===== src/rtl/bcd_counter_multi.sv =====
// Multi-digit packed-BCD up/down counter with load, enable and cascade carry.
// It wraps or saturates at the terminal count and flags invalid load digits.

module bcd_digit (
  input  logic [3:0] cur,
  input  logic       up,
  input  logic       step,
  output logic [3:0] nxt
);
  always_comb begin
    nxt = cur;
    if (step) begin
      if (up) nxt = (cur == 4'd9) ? 4'd0 : cur + 4'd1;
      else    nxt = (cur == 4'd0) ? 4'd9 : cur - 4'd1;
    end
  end
endmodule

module bcd_counter_multi #(
  parameter int                  DIGITS    = 4,
  parameter bit                  SATURATE  = 1'b0,
  parameter logic [4*DIGITS-1:0] RESET_VAL = '0
) (
  input  logic                CLK,
  input  logic                CLR,
  input  logic                ENABLE,
  input  logic                LOAD,
  input  logic                UP,
  input  logic                CI,
  input  logic [4*DIGITS-1:0] D,
  output logic [4*DIGITS-1:0] Q,
  output logic                CO,
  output logic                WRAP,
  output logic                LOAD_ERR
);
  logic [DIGITS-1:0][3:0] q_r, q_nxt, d_fix;
  logic [DIGITS-1:0]      term, bad;
  logic [DIGITS:0]        ripple;
  logic                   count_en, at_term;

  // ripple[k]: every digit below k sits at its terminal value (9 up, 0 down)
  always_comb begin
    ripple[0] = 1'b1;
    for (int k = 0; k < DIGITS; k++) begin
      term[k]     = UP ? (q_r[k] == 4'd9) : (q_r[k] == 4'd0);
      ripple[k+1] = ripple[k] & term[k];
      bad[k]      = D[4*k +: 4] > 4'd9;
      d_fix[k]    = bad[k] ? 4'd0 : D[4*k +: 4];
    end
  end

  for (genvar g = 0; g < DIGITS; g++) begin : g_digit
    bcd_digit u_digit (
      .cur (q_r[g]),
      .up  (UP),
      .step(ripple[g]),
      .nxt (q_nxt[g])
    );
  end

  assign count_en = ENABLE & ~LOAD & CI;
  assign at_term  = ripple[DIGITS];
  assign CO       = count_en & at_term;
  assign Q        = q_r;

  always_ff @(posedge CLK) begin
    if (CLR) begin
      q_r      <= RESET_VAL;
      WRAP     <= 1'b0;
      LOAD_ERR <= 1'b0;
    end else begin
      WRAP <= 1'b0;
      if (ENABLE && LOAD) begin
        q_r <= d_fix;
        if (|bad) LOAD_ERR <= 1'b1;
      end else if (count_en && !(SATURATE && at_term)) begin
        q_r  <= q_nxt;
        WRAP <= at_term;
      end
    end
  end
endmodule


===== config.mk =====
export PLATFORM = sky130hd
export DESIGN_NAME = bcd_counter_multi
export DESIGN_NICKNAME = d
export VERILOG_FILES = /design/src/rtl/bcd_counter_multi.sv
export SDC_FILE = /design/constraint.sdc
export NUM_CORES = 1
export LEC_CHECK = 0
export CAP_MARGIN = 20
export CORE_ASPECT_RATIO = 1.4
export CORE_MARGIN = 8
export CORE_UTILIZATION = 31
export DETAILED_ROUTE_END_ITERATION = 8
export SYNTH_ARGS = -nofsm -noshare
export SYNTH_HDL_FRONTEND = slang
export SYNTH_SLANG_ARGS = --single-unit

===== constraint.sdc =====
create_clock -name CLK -period 2.7 [get_ports CLK]
set_input_delay 0.27 -clock CLK [delete_from_list [all_inputs] [get_ports CLK]]
set_output_delay 0.27 -clock CLK [all_outputs]
set_load 0.005 [all_outputs]

==> impl_metrics.yaml, run 1 <==
global_route:
  grt_start_max_net_pins: 24
  grt_first_pass_wirelength_um: 7790
  grt_pass1_vias: 1614
  grt_antenna_before_repair: 0
  grt_overflow: 0
  grt.total_usage_pct: 13.2
worst_setup_path:
  cp.required_ns: 2.43
  top_family_by_delay_on_critical_path: "simple AND/OR/NAND/NOR gates"
  critPathMaxStageDelay_ns: 0.39
  r2r-end: "Q[13]"
  ff2ff_path_depth: 6
  crit_buf_inv: 2
  worstPathMaxFanout: 3
  worst_r2r_startpoint: "Q[7]"
  setup.worst_path.class: "reg -> out"
  critPathLaunchType: "flip-flop"
  critPathSlowestCell: "or3_4"
  reg2reg_slack_ns: 0.59
  path_cells: "or3_4 > a22oi_2 > nand4_1 > a2111oi_2 > buf_4 > dlymetal6s2s_1"
  timing.critical_path.arrival_ns: 1.91
  worst_setup_path_end_kind: "output port"
sta:
  clock_skew_ns: 0.00193
  final_period_utilization_pct: 80.8
  slew_violations: 0
  tightestPinTransition_ns: 0.746
  grt_setup_unrepaired: "false"
  fin_crit_ns: 2.18
  timing.final.setup_violations: 0
  maxSlewHeadroom_pct: 50.1
  max_fclk_ghz: 0.458
  hold_violations: 0
place:
  post_dp_hpwl_um: 3560
  gp_weighted_congestion: 0.790
  post-place-cells: 303
  place.port_buffers: 40
  placedInstanceArea_mm2: 0.00200
logic_synthesis:
  netlist_top_cells_area: "dfxtp_1, a21oi_1, o21ai_0"
  syn_area_per_cell_um2: 7.45
  dominant_register_cell_in_the_synthesized_netlist: "dfxtp_1"
  synth_nets: 225
  yosys_register_bits: 18
  synth_async_sr_flop_share_pct: 0
  syn_area_mm2: 0.00151
  number_of_synthesized_flops_with_an_enable_pin: 0
  synth_largest_type_area_fraction_pct: 23.8
  yosys_warnings: 0
  synth-seq-area-share_pct: 23.8
  yosysUniqueCellTypes: 58
  cell_taking_the_most_area_after_synthesis: "dfxtp_1"
  synthCells: 203
final_layout:
  layout_common_cells: "clkdlybuf4s50_1, a21oi_1, dfxtp_1, o21ai_0"
  final_area_mm2: 0.00210
  fin_cells: 308
  insertedDiodeCount: 0
  design.final.nets: 267
  drive_above_1_share_pct: 13.5
  final_common_cell: "clkdlybuf4s50_1"
  finish.utilization_pct: 44.0
  syn_to_layout_area_delta_pct: 38.7
pwr:
  pwrdens_mw_per_mm2: 378
  leakagePower_nw: 0.767
  worst_ir_drop_vdd_v: 0.000135
min_path:
  worstHoldPathType: "reg -> reg"
  hold_path_startpoint: "LOAD_ERR"
  holdPathStages: 2
  timing.hold.worst_endpoint: "LOAD_ERR"
clock_network:
  cts.htree.levels: 1
  tritoncts.num_buffers: 3
  cts_tree: "done"
  cts_sinks: 18
  clkTransAtPathRegs_ns: 0.08
  clock-root-buffer: "clkbuf_8"
  hold_buffer_count_at_cts: 0
  clock_path_buffers: 2
  insertion_delay_ns: 0.26
route:
  wire_per_inst_um: 15.2
  route.detailed.drc: 0
  antenna_left: 0
  iteration_count_of_the_initial_detailed_routing_pass: 4
  routed_via_density: 5.28
  total_via_count_after_detailed_routing: 1627
  detail_route.iter0.violations: 110
  postRouteWirelength_um: 4670
floorplanning:
  die_width_um: 75.0
  dieArea_mm2: 0.00740
  num_rows: 30
  floorplan.io_pins: 41
  die_h_um: 98.6
  initial_utilization_pct: 31.7
  floorplan.core_area_mm2: 0.00477
status:
  status: "completed"
job:
  max_cap_viol_count: 0
-- where the power goes --
| part | switching (mW) | internal (mW) |
|---|---|---|
| sequential | 0.0273 | 0.282 |
| clock | 0.0997 | 0.130 |
| combinational | 0.119 | 0.135 |
-- flip-flops by register name (all words and copies together) (netlist names) --
name      count
WRAP          1
Q            16
LOAD_ERR      1
-- area by class of cell --
class                      instances  area, um^2
clock buffer                       4        55.1
fill                             505        2670
inverter                           7        26.3
multi-input combinational        161        1060
sequential                        18         364
tap                               64        80.1
timing repair buffer              54         510
-- cell usage after synthesis (2+ instances only) --
cell type / instances
nand3_1: 7
a22oi_1: 2
nand4b_1: 3
nand2_1: 9
o311a_1: 2
and2_1: 2
or3_1: 4
buf_1: 2
a31oi_1: 7
o21ai_0: 15
nor3_1: 6
nand4_1: 2
o211ai_1: 3
buf_2: 6
mux2i_1: 4
o31ai_1: 4
a211oi_1: 7
xor2_1: 6
and3_1: 3
clkbuf_1: 5
o21a_1: 2
buf_4: 2
nor4_1: 3
a21oi_1: 21
xnor2_1: 3
a21o_1: 2
nor2b_1: 2
dfxtp_1: 18
nor2_1: 14
or2_2: 3
inv_1: 7
-- repair_timing --
action | 4_1_cts | 5_1_grt
endpoints found under the hold margin | 0 | 0
resized for setup | 2 | 7
pin swaps | 0 | 2
setup endpoints to repair | 1 | 1
buffers inserted | 0 | 1
-- metrics by stage --
step	worst slack, ns	hold WS, ns	setup TNS, ns	power (mW)
after CTS	0.0293	0.492	0	0.796
after detailed placement	-0.0501	0.474	-0.0501	0.565
final	0.517	0.485	0	0.793
after global routing	0.394	0.512	0	0.840
after floorplan	0.692	0.427	0	0.455
after global placement	-0.0313	0.471	-0.0313	0.564
-- routing by layer --
metal  GRT usage (%)  wire length (um)  vias up
met1            15.1              2000      747
met3            2.03               159        5
met5               0                 0        -
li1                -                 -      852
met2            22.7              2440       23
met4            5.61                73        0
-- cell families (layout without fill, tap and decap cells) --
group,after synthesis,in the layout,share of synthesized area (%)
AOI/OAI and AO/OA,79,79,34.8
xor gates and xnor gates,9,9,5.22
buffers and inverters,24,65,7.53
DFF,18,18,23.8
muxes,4,4,2.65
and+or+nand+nor,69,69,26.0
-- worst max path at each step --
stage / depth (start not counted) / from / to
after floorplan: 6 / Q[8] / Q[13]
after global placement: 8 / UP / CO
after detailed placement: 8 / UP / CO
after CTS: 8 / UP / CO
after global routing: 6 / Q[7] / CO
final: 6 / Q[7] / CO
-- worst reg2reg max path: stages (launching register included) --
cell     delay, ns
dfxtp_1       0.33
or3_4         0.39
buf_4         0.14
a211o_4       0.36
or3_4         0.38
o311a_1       0.34
nor3_2        0.09
No activity file was read; power rests on OpenSTA's default activity.
==> inputs of run 2 (changes only) <==
Clock period 2.7 ns to 1.8 ns, I/O delays scaled along.
==> run 2 against run 1 <==
The flow now finishes with violations (setup timing). Final area up 15%. Total power up 62%. Core utilization up 6.6 points. Global-route usage up 0.32 points. Register-to-register slack worse by 0.83 ns. Sequential share of layout area down 2.1 points. Critical path type is now reg -> reg. Largest power group is now combinational logic.
==> impl_metrics.yaml, run 2 (synthesis results as in run 1) <==
sta:
  tightestPinTransition_ns: 0.450
  hold_violations: 0
  final_period_utilization_pct: 113
  grt_setup_unrepaired: "true"
  slew_violations: 0
  timing.final.setup_violations: 10
  maxSlewHeadroom_pct: 69.7
  clock_skew_ns: 0.00193
  max_fclk_ghz: 0.490
  fin_crit_ns: 2.04
  final_worst_slack_ns: -0.240
  tns_ns: -1.47
worst_setup_path:
  top_family_by_delay_on_critical_path: "simple AND/OR/NAND/NOR gates"
  ff2ff_path_depth: 7
  timing.critical_path.arrival_ns: 2.18
  worst_r2r_startpoint: "Q[4]"
  critPathLaunchType: "flip-flop"
  crit_buf_inv: 2
  reg2reg_slack_ns: -0.24
  path_cells: "or3_4 > buf_4 > a211o_4 > or3_4 > buf_4 > o21ai_2 > a211oi_2"
  critPathMaxStageDelay_ns: 0.39
  critPathSlowestCell: "or3_4"
  r2r-end: "Q[14]"
  setup.worst_path.class: "reg -> reg"
  cp.required_ns: 1.94
  worstPathMaxFanout: 5
  worst_setup_path_end_kind: "flip-flop"
route:
  iteration_count_of_the_initial_detailed_routing_pass: 4
  route.detailed.drc: 0
  total_via_count_after_detailed_routing: 1777
  antenna_left: 0
  postRouteWirelength_um: 5060
  detail_route.iter0.violations: 55
  wire_per_inst_um: 14.9
  routed_via_density: 5.24
floorplanning:
  dieArea_mm2: 0.00740
  floorplan.core_area_mm2: 0.00477
  die_width_um: 75.0
  floorplan.io_pins: 41
  die_h_um: 98.6
  num_rows: 30
  initial_utilization_pct: 31.7
final_layout:
  finish.utilization_pct: 50.6
  syn_to_layout_area_delta_pct: 59.6
  insertedDiodeCount: 0
  drive_above_1_share_pct: 28.0
  fin_cells: 339
  layout_common_cells: "buf_4, clkdlybuf4s50_1, a21oi_1, dfxtp_1, nor2_1"
  design.final.nets: 298
  final_common_cell: "buf_4"
  largest_register_ff_count: 16
global_route:
  grt_start_max_net_pins: 19
  grt_overflow: 0
  grt_first_pass_wirelength_um: 8120
  grt_antenna_before_repair: 0
  grt_pass1_vias: 1809
  grt.total_usage_pct: 13.5
job:
  max_cap_viol_count: 0
clock_network:
  cts_tree: "done"
  clock-root-buffer: "clkbuf_8"
  cts.htree.levels: 1
  clock_path_buffers: 2
  cts_sinks: 18
  hold_buffer_count_at_cts: 0
  tritoncts.num_buffers: 3
  insertion_delay_ns: 0.26
  clkTransAtPathRegs_ns: 0.08
status:
  status: "complete, but fails checks"
  violations: "setup timing"
min_path:
  worstHoldPathType: "reg -> reg"
  timing.hold.worst_endpoint: "LOAD_ERR"
  hold_path_startpoint: "LOAD_ERR"
  holdPathStages: 2
place:
  gp_weighted_congestion: 0.800
  place.port_buffers: 40
  detailedPlace.worstSlack_ns: -0.910
  post-place-cells: 332
  post_dp_hpwl_um: 3770
pwr:
  pwrdens_mw_per_mm2: 531
  worst_ir_drop_vdd_v: 0.000234
  design_power_total_mw: 1.28
  leakagePower_nw: 0.910
run 2: cell count changes in the layout (fill, tap and decap cells not counted), moves of 3 or more:
cell,change
buf_4,+28
buf_6,+4
dfxtp_1,-3
dfxtp_2,+3
run 2: stage by stage:
stage          instance area, um^2  hold slack (ns)
2_1_floorplan                 1520            0.337
3_3_place_gp                  2230            0.453
3_5_place_dp                  2230            0.472
4_1_cts                       2340            0.491
5_1_grt                       2410            0.512
6_report                      2410            0.485
run 2: final cells by class:
type                       count  area (um^2)
tap                           64         80.1
inverter                       7         26.3
fill                         487         2350
multi-input combinational    161         1130
sequential                    18          368
timing repair buffer          85          749
clock buffer                   4         55.1
run 2: timing repair:
item | in CTS | in global routing
gates resized for setup | 21 | 8
pin swaps | 10 | 8
setup endpoints to repair | 13 | 13
buffers inserted | 0 | 3
run 2: power breakdown:
group          internal (mW)  switching [mW]  leakage (nW)
logic                  0.261           0.235         0.732
registers              0.423          0.0148         0.150
clock network          0.195           0.153        0.0288
run 2: worst reg2reg max path, stage by stage, from the launching register on:
cell and delay, ns:
dfxtp_2 0.34, or3_4 0.37, buf_4 0.14, a211o_4 0.34, or3_4 0.39, buf_4 0.15, o21ai_2 0.12, a211oi_2 0.08
run 2: worst max-delay path by stage:
stage                       end  slack, ns  start  cells past startpoint
after floorplan           Q[13]      -0.05   Q[7]                      5
after global placement       CO      -0.87     UP                      7
after detailed placement     CO      -0.91     UP                      7
after CTS                    CO      -0.25   Q[0]                      6
after global routing         CO      -0.29   Q[4]                      6
final                     Q[14]      -0.24   Q[4]                      7
run 2: layer usage:
metal	GRT usage, %	up-vias	share of wire [%]
li1	-	910	-
met1	14.2	838	41
met2	25.4	25	54
met3	1.73	4	3.6
met4	4.85	0	1.4
met5	0	-	0
